## src/rtl/invalid_fill_stats_fp16.sv

```systemverilog
// invalid_fill_stats_fp16
// Streaming stage after the depth threshold stage. Pixels marked with the
// fp16 pattern 16'h7FFF are invalid. Short runs of them are replaced with the
// last valid depth seen in the same row. The block also keeps per-frame
// total/invalid/filled pixel counts and publishes them once per frame.

module invalid_fill_stats_fp16 #(
    parameter int MAX_GAP = 4,
    parameter int CNT_W   = 32
) (
    input  logic             clk_i,
    input  logic             rst_i,
    input  logic [15:0]      data_i,
    input  logic [15:0]      confidence_i,
    input  logic [15:0]      col_i,
    input  logic [15:0]      row_i,
    input  logic             valid_i,
    input  logic [15:0]      frame_width_i,
    input  logic [15:0]      frame_height_i,
    output logic [15:0]      data_o,
    output logic [15:0]      confidence_o,
    output logic [15:0]      col_o,
    output logic [15:0]      row_o,
    output logic             valid_o,
    output logic             filled_o,
    output logic [CNT_W-1:0] total_count_o,
    output logic [CNT_W-1:0] invalid_count_o,
    output logic [CNT_W-1:0] filled_count_o,
    output logic             stats_valid_o
);

    // The gap counter must hold 0..MAX_GAP; keep at least one bit when
    // filling is disabled.
    localparam int               GAP_W   = (MAX_GAP < 1) ? 1 : $clog2(MAX_GAP + 1);
    localparam logic [GAP_W-1:0] GAP_LIM = GAP_W'(MAX_GAP);
    localparam logic [15:0]      INVALID = 16'h7FFF;
    localparam logic [CNT_W-1:0] CNT_MAX = '1;

    // Row history
    logic [15:0]      held_data;
    logic             held_ok;
    logic [GAP_W-1:0] gap;

    // Running counts for the frame in progress
    logic [CNT_W-1:0] run_total;
    logic [CNT_W-1:0] run_invalid;
    logic [CNT_W-1:0] run_filled;

    // Per-beat decisions
    logic             is_invalid;
    logic             eff_ok;
    logic [GAP_W-1:0] eff_gap;
    logic             do_fill;
    logic             frame_end;
    logic [CNT_W-1:0] total_next;
    logic [CNT_W-1:0] invalid_next;
    logic [CNT_W-1:0] filled_next;

    function automatic logic [CNT_W-1:0] sat_inc(input logic [CNT_W-1:0] v, input logic en);
        return (en && (v != CNT_MAX)) ? v + CNT_W'(1) : v;
    endfunction

    // Classify the incoming beat and work out fill and count updates.
    always_comb begin
        // NOTE: every signal driven here gets a default first, so no path
        // leaves it unassigned and no latch is inferred.
        eff_ok  = held_ok;
        eff_gap = gap;
        // Column 0 starts a new row: prior history must not leak across rows.
        if (col_i == 16'd0) begin
            eff_ok  = 1'b0;
            eff_gap = '0;
        end
        is_invalid   = (data_i == INVALID);
        do_fill      = is_invalid && eff_ok && (eff_gap < GAP_LIM);
        frame_end    = (col_i == frame_width_i - 16'd1) &&
                       (row_i == frame_height_i - 16'd1);
        total_next   = sat_inc(run_total, 1'b1);
        invalid_next = sat_inc(run_invalid, is_invalid);
        filled_next  = sat_inc(run_filled, do_fill);
    end

    // Data path: register the beat, substitute held depth when filling,
    // and update the row history.
    always_ff @(posedge clk_i) begin
        // NOTE: sequential state uses non-blocking assignments so every
        // register samples the pre-edge values, independent of statement order.
        if (rst_i) begin
            data_o       <= '0;
            confidence_o <= '0;
            col_o        <= '0;
            row_o        <= '0;
            valid_o      <= 1'b0;
            filled_o     <= 1'b0;
            held_data    <= '0;
            held_ok      <= 1'b0;
            gap          <= '0;
        end else begin
            valid_o  <= valid_i;
            filled_o <= valid_i && do_fill;
            if (valid_i) begin
                confidence_o <= confidence_i;
                col_o        <= col_i;
                row_o        <= row_i;
                if (!is_invalid) begin
                    data_o    <= data_i;
                    held_data <= data_i;
                    held_ok   <= 1'b1;
                    gap       <= '0;
                end else if (do_fill) begin
                    data_o  <= held_data;
                    held_ok <= 1'b1;
                    gap     <= eff_gap + GAP_W'(1);
                end else begin
                    // Run too long or no valid pixel yet in this row: the gap
                    // stays saturated until the next valid pixel.
                    data_o  <= INVALID;
                    held_ok <= eff_ok;
                    gap     <= eff_gap;
                end
            end
        end
    end

    // Statistics: accumulate per beat, publish and restart at frame end.
    always_ff @(posedge clk_i) begin
        if (rst_i) begin
            run_total       <= '0;
            run_invalid     <= '0;
            run_filled      <= '0;
            total_count_o   <= '0;
            invalid_count_o <= '0;
            filled_count_o  <= '0;
            stats_valid_o   <= 1'b0;
        end else begin
            stats_valid_o <= 1'b0;
            if (valid_i) begin
                if (frame_end) begin
                    total_count_o   <= total_next;
                    invalid_count_o <= invalid_next;
                    filled_count_o  <= filled_next;
                    stats_valid_o   <= 1'b1;
                    run_total       <= '0;
                    run_invalid     <= '0;
                    run_filled      <= '0;
                end else begin
                    run_total   <= total_next;
                    run_invalid <= invalid_next;
                    run_filled  <= filled_next;
                end
            end
        end
    end

endmodule

```

## config.mk

```make
export PLATFORM = sky130hd
export DESIGN_NAME = invalid_fill_stats_fp16
export DESIGN_NICKNAME = d
export VERILOG_FILES = /design/src/rtl/invalid_fill_stats_fp16.sv
export SDC_FILE = /design/constraint.sdc
export NUM_CORES = 1
export LEC_CHECK = 0
export BUFFER_PORTS_ARGS = -buffer_cell sky130_fd_sc_hd__buf_2
export CAP_MARGIN = 10
export CORE_MARGIN = 5
export CORE_UTILIZATION = 50
export CTS_CLUSTER_DIAMETER = 200
export DETAILED_ROUTE_END_ITERATION = 10
export GPL_TIMING_DRIVEN = 0
export PLACE_DENSITY = 0.87
export SYNTH_ARGS = -nofsm -noshare
export SYNTH_HDL_FRONTEND = slang
export SYNTH_SLANG_ARGS = --single-unit
```

## constraint.sdc

```tcl
create_clock -name clk_i -period 3.69 [get_ports clk_i]
set_clock_uncertainty 0.1 [all_clocks]
set_input_delay 0.738 -clock clk_i [delete_from_list [all_inputs] [get_ports clk_i]]
set_output_delay 0.738 -clock clk_i [all_outputs]
set_load 0.03 [all_outputs]
```

# == Word-level counts from Yosys, hierarchy flattened ==
# Index checks and enable logic that the tools add are counted.
# op_classes
addsub,6
n_lt_le_gt_ge,1
n_eq_ne,6
muxes,15
n_bitwise,2
reduce_logical,10
# op_table
cell,count
32-bit two-way mux,6
"32-bit by 1-bit adder with 32-bit output, second input constant",3
"32-bit inequality test, second input constant",3
16-bit == test,2
16-bit two-way mux,2
"16-bit by 1-bit subtractor with 16-bit output, second input constant",2
"16-bit by 15-bit == test with 1-bit output, second input constant",1
16-bit zero test,1
3-bit two-way mux,3
1-bit logical AND,6
1-bit two-way mux,4
2-bit AND reduction,2
"3-bit by 1-bit adder with 3-bit output, second input constant",1
"3-bit less-than comparator, second input constant",1
1-bit inverter,2
2-bit OR reduction,1
# word_totals
ff_bits,279
inputBits,99
output_inout_bits,163
elab_cells,56

# == Longest topological paths before layout ==
# depth
ltp_word,7
depth_mapped,14
mapped_depth_nobuf,10

# == Worst setup path before layout ==
# No wires, ideal clock.
# synth_timing
path_type,input-to-reg
from,input port frame_width_i[0]
to,register run_filled[28]
setup_ns,0.122
t_arrival_ns,3.378
required_time_ns,3.468
path_slack_ns,0.090
cell_stages,11
n_path_buf,2
path_cell_list,inv_1 > ha_1 > or4b_4 > or4_1 > nand3_1 > o2111ai_1 > nor4_4 > a31oi_4 > buf_4 > buf_2 > a221o_1
# synth_via
elab_chain_len,4
# synth_lines
item,line_no,rtl
from (decl),18,"input logic [15:0] frame_width_i,"
16-bit by 1-bit subtractor with 16-bit output,76,frame_end = (col_i == frame_width_i - 16'd1) &&
16-bit == test,76,
1-bit logical AND,76,
32-bit two-way mux,138,if (frame_end) begin
to (signal assigned),149,run_filled <= filled_next;
to (decl),47,logic [CNT_W-1:0] run_filled;
# No other way between the ends.
# A chain may end at the register's enable or synchronous reset.

# == Worst setup path after layout ==
# layout_timing
from,register run_total[21]
to,register total_count_o[8]
# layout_via
elab_chain_len,2
# layout_lines
item,line_no,rtl
from (decl),45,logic [CNT_W-1:0] run_total;
from (signal assigned),147,run_total <= total_next;
32-bit inequality test,60,return (en && (v != CNT_MAX)) ? v + CNT_W'(1) : v;
32-bit two-way mux,60,
to (signal assigned),139,total_count_o <= total_next;
to (decl),26,"output logic [CNT_W-1:0] total_count_o,"
# No other way between the ends.

==> run metrics <==
destination of the critical timing path total_count_o[8]; cell breakdown of the critical path nand4_1 -> or4_1 -> nor4_1 -> nor2_1 -> nand3_1 -> xnor2_1 -> mux2i_1 -> nor2_1; ys flop type sky130_fd_sc_hd__dfxtp_1; level count of the clock H-tree 1; routability-driven placement congestion ratio 0.9258; number of failing setup endpoints in the final timing report 0; number of clock buffers inserted by TritonCTS 30; register-to-register path setup slack 0.08 ns; total count of max-transition violations in the final report 0; Async SR Flop Fraction 0; final total power 7.174 mW; commonest non-fill, non-tap cells in the layout sky130_fd_sc_hd__dfxtp_1 (279), sky130_fd_sc_hd__buf_2 (264), sky130_fd_sc_hd__nor2_1 (254), sky130_fd_sc_hd__mux2i_1 (143), sky130_fd_sc_hd__nand2_1 (123); growth of design area from synthesis to finish 21.67%; Critical Path Source run_total[21]; number of flops mapped to enable cells by yosys 0; number of antenna repair diodes 0; remaining max-slew budget at the tightest pin 0.1302; Hold Worst Slack 0.3068 ns; effective utilization at floorplan 0.5080; most common library cell in the layout ignoring fill and taps sky130_fd_sc_hd__dfxtp_1; Worst Reg2Reg Path Length in Cells 8; capture point of the worst reg-to-reg path total_count_o[8]; number of flip-flops and latches in the synthesized netlist 279; clock tree from TritonCTS yes; cts-stage hold buffer count 0; startpoint class of the critical path flip-flop; Final Routed Wirelength 42.16 mm; vias in the first global route 12.65k; type of destination of the critical path flip-flop; endpoint required time on the critical path 4.08 ns; arrival time of data at the critical path endpoint 4.01 ns; number of nets still failing antenna checks after routing 0; antenna violations before repair 0; share of the yosys chip area belonging to registers 0.4069; buffer levels on the longest clock path 3; startpoint-to-endpoint class of the critical path reg2reg; number of buffer and inverter stages on the critical path 0; # fillers 2202; CTS clk-pin slew, worst paths 0.06 ns; Most common cell on crit path sky130_fd_sc_hd__nor2_1; Cells after Synth 1583; Stages on worst setup path 8; synthesized cell area 0.01373 mm^2; Period Utilization, post-route 0.9794; layout cells sized above 1 0.1950; final worst path period need 3.614 ns; Slowest cell on crit path sky130_fd_sc_hd__nor4_1; power density relative to cell area 429.5 mW/mm^2; number of remaining DRC errors 0; Worst-Margin Slew 1.293 ns; largest stage delay on the critical path 1.09 ns; HP Class in2reg; Post-Syn Nets 1688; I/O pin total 262; routed length per instance 18.79 um; gate family responsible for the most delay along the worst path simple AND/OR/NAND/NOR gates; clk root buf sky130_fd_sc_hd__clkbuf_16; CP max FO 7; number of port buffers 259; total overflow reported by the global router 0; drt via density 5.809; Mapped Avg Cell Area 8.672 um^2; area of the die 0.03087 mm^2; Leak Pwr 7.794 nW; pin count of the biggest net entering global routing 15; detailed router's first-iteration violation count 1022; outcome finished clean; Tot GR Track Use 0.2605; final hold violations 0; Clock Sink Count 279; clock insertion delay at the later pin of the skew report 0.56 ns; core box area 0.02703 mm^2; max cap viols 0; count of cell types in the netlist 66; Site Rows 60; largest voltage drop on the vdd net 339.0 uV; launch point of the worst reg-to-reg path run_total[21]; Final #Nets 1986; Peak Freq 276.7 MHz; Detail Placement HPWL 31.42 mm; Pre-Repair DR Iteration Count 6; wire length of the first global-routing pass 66.21 mm; Die X-Extent 175.7 um; Vias 13.04k; RSZ-0062 raised after global routing true; die outline height 175.7 um; count of yosys warnings during synthesis 0
==> report_power, final <==
part / total (mW) / switching, mW / internal (mW)
Clock: 3.48 / 1.28 / 2.20
Sequential: 3.10 / 0.0302 / 3.07
Combinational: 0.598 / 0.401 / 0.198
Total: 7.17 / 1.71 / 5.47
==> registers in the layout, indices dropped and copies added (netlist names), 3 cells and up <==
name / flops
total_count_o: 32
run_filled: 32
confidence_o: 16
run_total: 32
row_o: 16
held_data: 16
run_invalid: 32
filled_count_o: 32
col_o: 16
data_o: 16
invalid_count_o: 32
gap: 3
==> what timing repair did <==
item                                    in CTS  in global routing
resized for setup                            6                  8
buffers inserted                             5                  2
pin swaps                                    2                  5
endpoints found under the setup margin      10                165
==> how the worst min path moves through the flow <==
stage                          startpoint              end  slack, ns  cells after the start
after floorplan              held_data[0]     held_data[0]       0.34                      2
after global placement       held_data[5]     held_data[5]       0.34                      2
after detailed placement     held_data[8]     held_data[8]       0.35                      2
after CTS                 confidence_i[3]  confidence_o[3]       0.29                      3
after global routing      confidence_i[2]  confidence_o[2]       0.31                      3
final                     confidence_i[3]  confidence_o[3]       0.31                      3
==> area by class of cell <==
type / instances / area (um^2) / area share
flip-flops and latches: 279 / 5585 / 0.3344
well taps: 341 / 426.7 / 0.02554
plain buffers: 91 / 469.2 / 0.02809
clock inverters: 18 / 334.1 / 0.02000
clock buffers: 36 / 814.5 / 0.04876
multi-input cells: 1187 / 7614 / 0.4558
inverters: 25 / 93.84 / 0.005618
repair buffers: 267 / 1366 / 0.08180
==> routing by layer <==
| layer | up-vias | global-route usage | routed length (um) |
|---|---|---|---|
| li1 | 6157 | - | - |
| met1 | 6127 | 0.3203 | 17000 |
| met2 | 637 | 0.4536 | 19950 |
| met3 | 114 | 0.05661 | 3732 |
| met4 | 0 | 0.08642 | 1476 |
| met5 | - | 0 | 0 |
==> stage by stage <==
step	cell area, um^2	setup slack (ns)	TNS [ns]	utilization	cells
after global routing	16700	-0.06188	-0.1448	0.6181	2244
after floorplan	13730	0.08985	0	-	1583
final	16700	0.07591	0	0.6181	2244
after global placement	15450	-0.8860	-71.74	0.5717	2183
after detailed placement	15460	-0.5993	-80.18	0.5719	2184
after CTS	16670	0.01677	0	0.6168	2243
==> kinds of logic (layout without fill, tap and decap cells) <==
family,after synthesis,after routing,share of synthesized area
buffers and inverters,117,437,0.03992
muxes,148,148,0.1083
adders and majority gates,6,6,0.005468
and+or+nand+nor,690,690,0.2467
DFF,279,279,0.4069
AOI/OAI and AO/OA,191,191,0.09579
xor gates and xnor gates,152,152,0.09697
==> synthesized netlist by cell type (all sizes together), types with 6 or more instances <==
cell type | n | area [um^2]
dfxtp | 279 | 5585
nor2 | 254 | 953.4
mux2i | 144 | 1441
nand2 | 123 | 461.7
xnor2 | 92 | 805.8
nand3 | 76 | 380.4
a21oi | 61 | 309.1
xor2 | 60 | 525.5
clkbuf | 56 | 210.2
and3 | 55 | 344.1
buf | 36 | 244.0
nand4 | 34 | 212.7
nor3 | 28 | 140.1
o21ai | 28 | 140.1
inv | 25 | 93.84
nor4 | 25 | 192.7
a221o | 24 | 240.2
o211ai | 17 | 127.6
a22o | 14 | 122.6
or3 | 13 | 81.33
and4 | 11 | 96.34
nand2b | 11 | 68.82
or2 | 11 | 68.81
or4 | 11 | 82.58
a21o | 9 | 67.56
a31oi | 9 | 71.32
nor2b | 8 | 50.05
and2 | 6 | 37.54
ha | 6 | 75.07
nand4b | 6 | 52.55
==> worst register-to-register path, cell delays in order (launching register included) <==
cell	delay (ns)
sky130_fd_sc_hd__dfxtp_1	0.44
sky130_fd_sc_hd__nand4_1	0.25
sky130_fd_sc_hd__or4_1	0.64
sky130_fd_sc_hd__nor4_1	1.09
sky130_fd_sc_hd__nor2_1	0.34
sky130_fd_sc_hd__nand3_1	0.27
sky130_fd_sc_hd__xnor2_1	0.21
sky130_fd_sc_hd__mux2i_1	0.12
sky130_fd_sc_hd__nor2_1	0.10
No activity file was read; power rests on OpenSTA's default activity.
